## config.mk

```make
export PLATFORM = sky130hd
export DESIGN_NAME = plen_meter
export DESIGN_NICKNAME = d
export VERILOG_FILES = /design/src/rtl/plen_meter_pkg.sv /design/src/rtl/plen_fifo.sv /design/src/rtl/plen_meter.sv
export SDC_FILE = /design/constraint.sdc
export NUM_CORES = 1
export LEC_CHECK = 0
export BUFFER_PORTS_ARGS = -buffer_cell sky130_fd_sc_hd__buf_4
export CAP_MARGIN = 20
export CORE_AREA = 4 4 271 273
export CTS_CLUSTER_DIAMETER = 200
export DETAILED_ROUTE_END_ITERATION = 10
export DIE_AREA = 0 0 275 277
export PLACE_DENSITY = 0.48
export REMOVE_ABC_BUFFERS = 1
export SLEW_MARGIN = 20
export SYNTH_ARGS = -nofsm -noshare
export SYNTH_HDL_FRONTEND = slang
export SYNTH_HIERARCHICAL = 1
export SYNTH_SLANG_ARGS = --single-unit
export TNS_END_PERCENT = 30
```

## constraint.sdc

```tcl
create_clock -name clk -period 7.8 [get_ports clk]
set_clock_uncertainty 0.2 [all_clocks]
set_input_delay 1.17 -clock clk [delete_from_list [all_inputs] [get_ports clk]]
set_output_delay 1.17 -clock clk [all_outputs]
set_load 0.02 [all_outputs]
```

## src/rtl/plen_meter_pkg.sv

```systemverilog
// Shared constants and helpers for the packet length meter: record flag layout,
// statistics counter width and the tkeep popcount.
package plen_meter_pkg;

    localparam int ERR   = 0;
    localparam int RUNT  = 1;
    localparam int GIANT = 2;
    localparam int SAT   = 3;

    localparam int TUSER_W    = 4;
    localparam int PLEN_W_DEF = 16;
    localparam int REC_W      = PLEN_W_DEF + TUSER_W;
    localparam int STAT_W     = 32;

    // Widest tkeep the popcount helper accepts; narrower buses are zero-extended.
    localparam int KEEP_MAX = 256;

    function automatic int unsigned popcount(input logic [KEEP_MAX-1:0] v);
        int unsigned n;
        n = 0;
        for (int i = 0; i < KEEP_MAX; i++) begin
            n = n + 32'(v[i]);
        end
        return n;
    endfunction

endpackage

```

## src/rtl/plen_fifo.sv

```systemverilog
// Synchronous first-word-fall-through FIFO; the head entry is always visible on
// o_rd_data straight from storage while o_empty is low.
module plen_fifo #(
    parameter int WIDTH = 20,
    parameter int DEPTH = 8
) (
    input  logic             clk,
    input  logic             reset,
    input  logic             i_wr_en,
    input  logic [WIDTH-1:0] i_wr_data,
    input  logic             i_rd_en,
    output logic [WIDTH-1:0] o_rd_data,
    output logic             o_full,
    output logic             o_empty
);

    localparam int AW = $clog2(DEPTH);

    logic [WIDTH-1:0] r_mem [DEPTH];
    logic [AW:0]      r_wr_ptr;
    logic [AW:0]      r_rd_ptr;
    logic             w_wr;
    logic             w_rd;

    // The extra pointer bit separates a full ring from an empty one.
    assign o_empty = (r_wr_ptr == r_rd_ptr);
    assign o_full  = (r_wr_ptr[AW] != r_rd_ptr[AW]) &&
                     (r_wr_ptr[AW-1:0] == r_rd_ptr[AW-1:0]);

    assign w_wr = i_wr_en && !o_full;
    assign w_rd = i_rd_en && !o_empty;

    always_ff @(posedge clk or posedge reset) begin
        if (reset) begin
            r_wr_ptr <= '0;
            r_rd_ptr <= '0;
        end else begin
            if (w_wr) r_wr_ptr <= r_wr_ptr + (AW+1)'(1);
            if (w_rd) r_rd_ptr <= r_rd_ptr + (AW+1)'(1);
        end
    end

    always_ff @(posedge clk) begin
        if (w_wr) r_mem[r_wr_ptr[AW-1:0]] <= i_wr_data;
    end

    assign o_rd_data = r_mem[r_rd_ptr[AW-1:0]];

endmodule

```

## src/rtl/plen_meter.sv

```systemverilog
// AXI-Stream sink that measures per-packet byte length from tkeep, classifies
// the packet, queues one record per packet and keeps saturating statistics.
module plen_meter
    import plen_meter_pkg::*;
#(
    parameter int DW           = 512,
    parameter int PLEN_W       = 16,
    parameter int FIFO_DEPTH   = 8,
    parameter int MIN_LEN      = 64,
    parameter int MAX_LEN      = 9600,
    parameter int BACKPRESSURE = 1
) (
    input  logic                clk,
    input  logic                reset,
    input  logic [DW-1:0]       axis_in_tdata,
    input  logic [DW/8-1:0]     axis_in_tkeep,
    input  logic                axis_in_tlast,
    input  logic                axis_in_tuser,
    input  logic                axis_in_tvalid,
    output logic                axis_in_tready,
    output logic [PLEN_W-1:0]   plen_tdata,
    output logic [TUSER_W-1:0]  plen_tuser,
    output logic                plen_tvalid,
    input  logic                plen_tready,
    input  logic                clear_stats,
    output logic [STAT_W-1:0]   pkt_count,
    output logic [STAT_W-1:0]   err_count,
    output logic [STAT_W-1:0]   drop_count
);

    localparam int KW    = DW / 8;
    localparam int CNT_W = $clog2(KW + 1);
    localparam int RW    = PLEN_W + TUSER_W;
    localparam logic [STAT_W-1:0] MIN_L = STAT_W'(MIN_LEN);
    localparam logic [STAT_W-1:0] MAX_L = STAT_W'(MAX_LEN);

    function automatic logic [STAT_W-1:0] sat_inc(input logic [STAT_W-1:0] c);
        return (&c) ? c : c + STAT_W'(1);
    endfunction

    logic               w_full;
    logic               w_empty;
    logic               w_accept;
    logic               w_push;
    logic               w_pop;
    logic               w_drop;
    logic               w_clamp;
    logic [CNT_W-1:0]   w_bytes;
    logic [PLEN_W:0]    w_sum;
    logic [PLEN_W-1:0]  w_len;
    logic [TUSER_W-1:0] w_flags;
    logic [RW-1:0]      w_rec;
    logic [RW-1:0]      w_head;
    logic [PLEN_W-1:0]  r_acc;
    logic               r_sat;
    logic               r_err;
    logic               w_unused_tdata;

    assign w_unused_tdata = ^axis_in_tdata;

    assign axis_in_tready = !reset && ((BACKPRESSURE == 0) || !w_full);
    assign w_accept       = axis_in_tvalid && axis_in_tready;
    assign w_push         = w_accept && axis_in_tlast;
    assign w_pop          = plen_tvalid && plen_tready;
    // Fullness is taken before this cycle's pop, so a simultaneous pop cannot rescue the record.
    assign w_drop         = (BACKPRESSURE == 0) && w_push && w_full;

    assign w_bytes = CNT_W'(popcount(KEEP_MAX'(axis_in_tkeep)));
    assign w_sum   = {1'b0, r_acc} + (PLEN_W+1)'(w_bytes);
    assign w_clamp = w_sum[PLEN_W];
    assign w_len   = w_clamp ? '1 : w_sum[PLEN_W-1:0];

    always_comb begin
        w_flags        = '0;
        w_flags[ERR]   = r_err | axis_in_tuser;
        w_flags[RUNT]  = STAT_W'(w_len) < MIN_L;
        w_flags[GIANT] = STAT_W'(w_len) > MAX_L;
        w_flags[SAT]   = r_sat | w_clamp;
    end

    assign w_rec = {w_flags, w_len};

    always_ff @(posedge clk or posedge reset) begin
        if (reset) begin
            r_acc <= '0;
            r_sat <= 1'b0;
            r_err <= 1'b0;
        end else if (w_accept) begin
            if (axis_in_tlast) begin
                r_acc <= '0;
                r_sat <= 1'b0;
                r_err <= 1'b0;
            end else begin
                r_acc <= w_len;
                r_sat <= r_sat | w_clamp;
                r_err <= r_err | axis_in_tuser;
            end
        end
    end

    plen_fifo #(
        .WIDTH (RW),
        .DEPTH (FIFO_DEPTH)
    ) u_fifo (
        .clk       (clk),
        .reset     (reset),
        .i_wr_en   (w_push),
        .i_wr_data (w_rec),
        .i_rd_en   (w_pop),
        .o_rd_data (w_head),
        .o_full    (w_full),
        .o_empty   (w_empty)
    );

    assign plen_tvalid              = !w_empty;
    assign {plen_tuser, plen_tdata} = w_head;

    // A clear in the same cycle as an event wins; that event is not counted.
    always_ff @(posedge clk or posedge reset) begin
        if (reset) begin
            pkt_count  <= '0;
            err_count  <= '0;
            drop_count <= '0;
        end else if (clear_stats) begin
            pkt_count  <= '0;
            err_count  <= '0;
            drop_count <= '0;
        end else begin
            if (w_push)                 pkt_count  <= sat_inc(pkt_count);
            if (w_push && w_flags[ERR]) err_count  <= sat_inc(err_count);
            if (w_drop)                 drop_count <= sat_inc(drop_count);
        end
    end

endmodule

```

# --- Word-level counts from Yosys, hierarchy flattened ---
# Memories as Yosys holds them, arrays and structs flattened.
# Index checks and enable logic that the tools add are counted.
op_classes:
  addsub: 68
  magnitude_cmp: 2
  eq_ne: 5
  muxes: 12
  bitwise: 2
  n_reduce_logical: 17
op_table:
  columns: ["op", "n"]
  rows:
  - ["$add 7x1->7", 57]
  - ["$mux 32", 6]
  - ["$add 32x1->32 const B", 2]
  - ["$reduce_and 32->1", 2]
  - ["$mux 16", 2]
  - ["$add 16x7->17", 1]
  - ["$gt 16x14->1 const B", 1]
  - ["$lt 16x7->1 const B", 1]
  - ["$add 4x1->4 const B", 2]
  - ["$logic_and 1x1->1", 8]
  - ["$add 6x1->7", 1]
  - ["$add 5x1->6", 1]
  - ["$add 4x1->5", 1]
  - ["$add 3x1->4", 1]
  - ["$eq 4x4->1", 1]
  - ["$mux 1", 4]
  - ["$ne 2x2->1 const B", 2]
  - ["$reduce_and 2->1", 2]
  - ["$reduce_bool 2->1", 2]
  - ["$add 2x1->3", 1]
  - ["$eq 3x3->1", 1]
  - ["$logic_not 1->1", 3]
  - ["$add 1x1->2", 1]
  - ["$or 1x1->1", 2]
  - ["$ne 1x1->1", 1]
word_totals:
  regBits: 90
  mem_bits_rw: 160
  inputBits: 583
  output_inout_bits: 118
  memories: 1
memory_table:
  columns: ["memory", "depth", "word_bits", "rd", "rd_clocked_by_memory_dff", "wr", "line_no", "text"]
  rows:
  - ["u_fifo.r_mem", 8, 20, 1, 0, 1, "plen_fifo.sv:19", "logic [WIDTH-1:0] r_mem [DEPTH];"]

# --- Logic depth before layout (Yosys ltp) ---
depth:
  depth_word: 66
  mapped_depth: 24
  mapped_depth_nobuf: 23

# --- Hierarchy ---
# Netlist, hierarchy kept.
by_module_without_submodules:
  columns: ["mod", "instances", "cells_each", "area_per_inst_um2"]
  rows:
  - ["plen_fifo", 1, 292, 6799.0]
  - ["plen_meter", 1, 697, 6581.3]

# --- Worst setup path before layout ---
# Ideal clock, no wire load.
synth_path:
  path_type: "input to register"
  startpoint: "input axis_in_tkeep[35]"
  endpoint: "memory u_fifo.r_mem[0][17] (data pin)"
  setup_time_ns: 0.305
  arrival_ns: 7.733
  setup_slack_ns: -0.437
  cell_stages: 23
  path_buffers: 0
  path_cell_list: "inv_1 fa_1 inv_1 fa_1 fa_1 inv_1 fa_1 inv_1 fa_1 fa_1 fa_1 inv_1 fa_1 inv_1 fa_1 a211oi_1 nor3_1 o21ai_0 mux2i_1 inv_1 nor2_1 nand2_1 nor4b_1"
synth_via:
  elab_chain_len: 32
synth_lines:
  columns: ["element", "line_no", "text"]
  rows:
  - ["from (decl)", "plen_meter.sv:16", "input logic [DW/8-1:0] axis_in_tkeep,"]
  - ["$add 7x1->7 (29 in a row)", "plen_meter_pkg.sv:22", "n = n + 32'(v[i]);"]
  - ["$add 16x7->17", "plen_meter.sv:69", "assign w_sum = {1'b0, r_acc} + (PLEN_W+1)'(w_bytes);"]
  - ["$mux 16", "plen_meter.sv:71", "assign w_len = w_clamp ? '1 : w_sum[PLEN_W-1:0];"]
  - ["via w_len[10]", "plen_meter.sv:50", "logic [PLEN_W-1:0] w_len;"]
  - ["$lt 16x7->1", "plen_meter.sv:76", "w_flags[RUNT] = STAT_W'(w_len) < MIN_L;"]
  - ["via w_flags[1]", "plen_meter.sv:51", "logic [TUSER_W-1:0] w_flags;"]
  - ["to (decl)", "plen_fifo.sv:19", null]
# The timed path passes the listed nets, and every way through them passes these cells.

# --- Final worst setup path ---
layout_path:
  startpoint: "input axis_in_tkeep[17]"
  endpoint: "memory u_fifo.r_mem[3][17] (data pin)"
layout_via:
  elab_chain_len: 50
layout_lines:
  columns: ["element", "line_no"]
  rows:
  - ["$add 7x1->7 (47 in a row)", "plen_meter_pkg.sv:22"]
  - ["$add 16x7->17", "plen_meter.sv:69"]
  - ["$mux 16", "plen_meter.sv:71"]
  - ["$lt 16x7->1", "plen_meter.sv:76"]
  - ["via w_flags[1]", "plen_meter.sv:51"]
# The timed path passes the listed nets, and every way through them passes these cells.

==> metrics <==
RSZ-0062 raised after global routing=yes; initial DRC count=338; Setup crit start kind=input port; die area=76200 um2; Die Wd=275 um; largest net degree at the start of global routing=65; average wire per standard cell=14.6 um; dpl ws=-0.845 ns; vias per inst=3.79; detailed placement HPWL=22200 um; Syn Area/Cell=13.5 um2; Synth Warn #=6; crit path time final=7.53 ns; asr flop ratio synth=0.360; Root Buffer Master=clkbuf_16; layout cells sized above 1=0.272; critical path data required time=8.04 ns; number of fill cells=7628; Nets=1873; worst hold path type=flop to flop; Seq/Total Area, Yosys=0.527; TritonCTS clock tree=built; relative slew slack=0.324; Die Span Y=277 um; Setup CP Type=input port to flop; Max Clock Freq=0.133 GHz; Detailed Route WL=31800 um; Post-DRT Antenna Nets=0; Synth Flop Type=edfxtp_1; Clock Tree Buf Depth=3; post-synth cell types=68; DRC Markers=0; Core Area=71100 um2; initial core utilization=0.188; vias=8247; Critical Path Source=axis_in_tkeep[17]; Total GRT Usage=0.0822; Final Max Slew Viols=0; Finished Layout Cells=2176; synthesized area=13400 um2; vias in the first global route=8790; DRT Pass-1 Iters=5; first-pass GRT wire length=50000 um; Worst Path Arrival=7.77 ns; final setup fails=0; grt total ovfl=0; clock sink total=250; initial antenna violation count=0; H-tree levels=1; Num CTS Buffers=30; Port Buffers=156; worst setup margin=0.266 ns; row count=98; DP Cell Count=2120; Hold Startpoint=r_sat; Max-Cap Viols=0; nature of the critical path endpoint=flop; Post-synth EDFFs=160; clk_lat worst skew=0.57 ns; Least-Margin Pin Slew=1.01 ns; RR Startpoint=r_acc[0]; IO Pins=701; clock-pin transition on the worst setup and hold timing paths=0.06 ns; status=finished clean; Final Hold Vio Count=0; Syn Inst Count=989; final period utilization=0.966; register bit total from synthesis=250; Final Wtd Congestion=0.771; CP max FO=8; Ant. Diodes=0; area delta synth->final=26.8%
-- repair_timing --
item                                    in CTS  in global routing
gates resized for setup                      4                 11
buffers inserted                             0                  1
endpoints found under the setup margin      16                 16
pin swaps                                    0                 12
hold buffers                                 0                  0
-- cell usage in the layout (no fill, tap or decap), types with 6 or more instances in the layout --
cell       count
a22o_1        12
dfrtp_1       88
edfxtp_1     160
clkinv_2       7
nand2_1       48
a21oi_1       16
inv_1        110
nand3_1       33
conb_1        32
nor3_1        12
buf_4        211
mux2_2        21
o21ai_0       19
clkbuf_16     30
nand4_1       14
fa_1          54
ha_1          31
and3_1         8
xor2_1        47
mux4_2        12
nand2b_1       7
and4_1        11
mux4_1        28
or3_1          9
xnor2_1       24
nor2_1        75
mux2i_1        6
clkbuf_1       9
-- cell families after synthesis --
logic type | share of synthesized area
AOI/OAI and AO/OA | 0.0454
xor gates and xnor gates | 0.0516
adders and majority gates | 0.113
buffers and inverters | 0.0636
DFF | 0.527
muxes | 0.0998
other | 0.000280
and+or+nand+nor | 0.0991
-- registers in the layout (all words and copies together) (netlist names) --
signal           flops
u_fifo/r_rd_ptr      4
err_count           32
pkt_count           32
r_acc               16
r_sat                1
u_fifo/r_mem       160
u_fifo/r_wr_ptr      4
r_err                1
-- metal layers --
layer | GRT usage | wire (um)
met5 | 0 | 0
met4 | 0.0159 | 570
met3 | 0.0246 | 2390
met2 | 0.136 | 15100
met1 | 0.107 | 13700
-- cell type report --
class	instances	area, um2	share of cell area
Clock buffer	41	812	0.0479
Clock inverter	14	173	0.0102
Inverter	111	418	0.0246
Multi-Input combinational cell	597	5700	0.336
Sequential cell	250	7060	0.416
Tap cell	950	1190	0.0701
Timing Repair Buffer	213	1620	0.0952
-- critical path: stages --
cell and delay (ns):
buf_4 0.12, fa_1 0.53, inv_1 0.05, fa_1 0.50, inv_1 0.05, fa_1 0.47
inv_1 0.05, fa_1 0.52, fa_1 0.43, fa_1 0.48, fa_1 0.51, fa_1 0.43
fa_2 0.35, inv_1 0.09, fa_2 0.24, a211oi_4 0.08, nor3_2 0.31, nor2_2 0.09
buf_4 0.16, nor3b_1 0.24, mux2i_1 0.31, nand2_2 0.13, nor4b_4 0.27, buf_6 0.18
-- cell usage after synthesis (8+ instances only) --
library cell    n  share of area
nor2_1         77          0.022
edfxtp_1      160           0.36
dfrtp_1        90           0.17
clkbuf_1       12         0.0034
o21ai_0        20         0.0075
a21oi_1        16         0.0060
xnor2_1        25          0.016
a22o_1         12         0.0079
or3_1           9         0.0042
buf_4          34          0.019
xor2_1         47          0.031
nand2_1        49          0.014
buf_2           8         0.0030
mux4_1         28          0.055
and3_1          8         0.0037
nand3_1        33          0.012
nand4_1        14         0.0065
nor3_1         17         0.0064
inv_1         111          0.031
and4_1         11         0.0072
mux2_2         21          0.018
mux4_2         12          0.020
fa_1           56          0.084
ha_1           31          0.029
-- per-stage QoR --
step | TNS, ns | hold slack [ns] | area, um2 | util
floorplan | -6.33 | 0.254 | 13100 | -
global placement | -49.87 | 0.278 | 15900 | 0.224
detailed placement | -47.55 | 0.286 | 15900 | 0.224
CTS | 0 | 0.299 | 16900 | 0.238
global route | -0.0773 | 0.326 | 17000 | 0.238
finish | 0 | 0.289 | 17000 | 0.238
-- final timing paths --
| check | end | slack, ns | depth (start not counted) |
|---|---|---|---|
| min in group asynchronous | r_acc[15] | 0.39 | 2 |
| min reg2reg | r_sat | 0.29 | 2 |
| max in group asynchronous | pkt_count[16] | 5.84 | 3 |
| max reg2reg | u_fifo/r_mem[3][17] | 1.21 | 20 |
| min | r_sat | 0.29 | 2 |
| max | u_fifo/r_mem[3][17] | 0.27 | 24 |
Power is left out: the tool's default activity adds up to more than one toggle a clock period on the data nets, which glitch-free logic cannot reach.
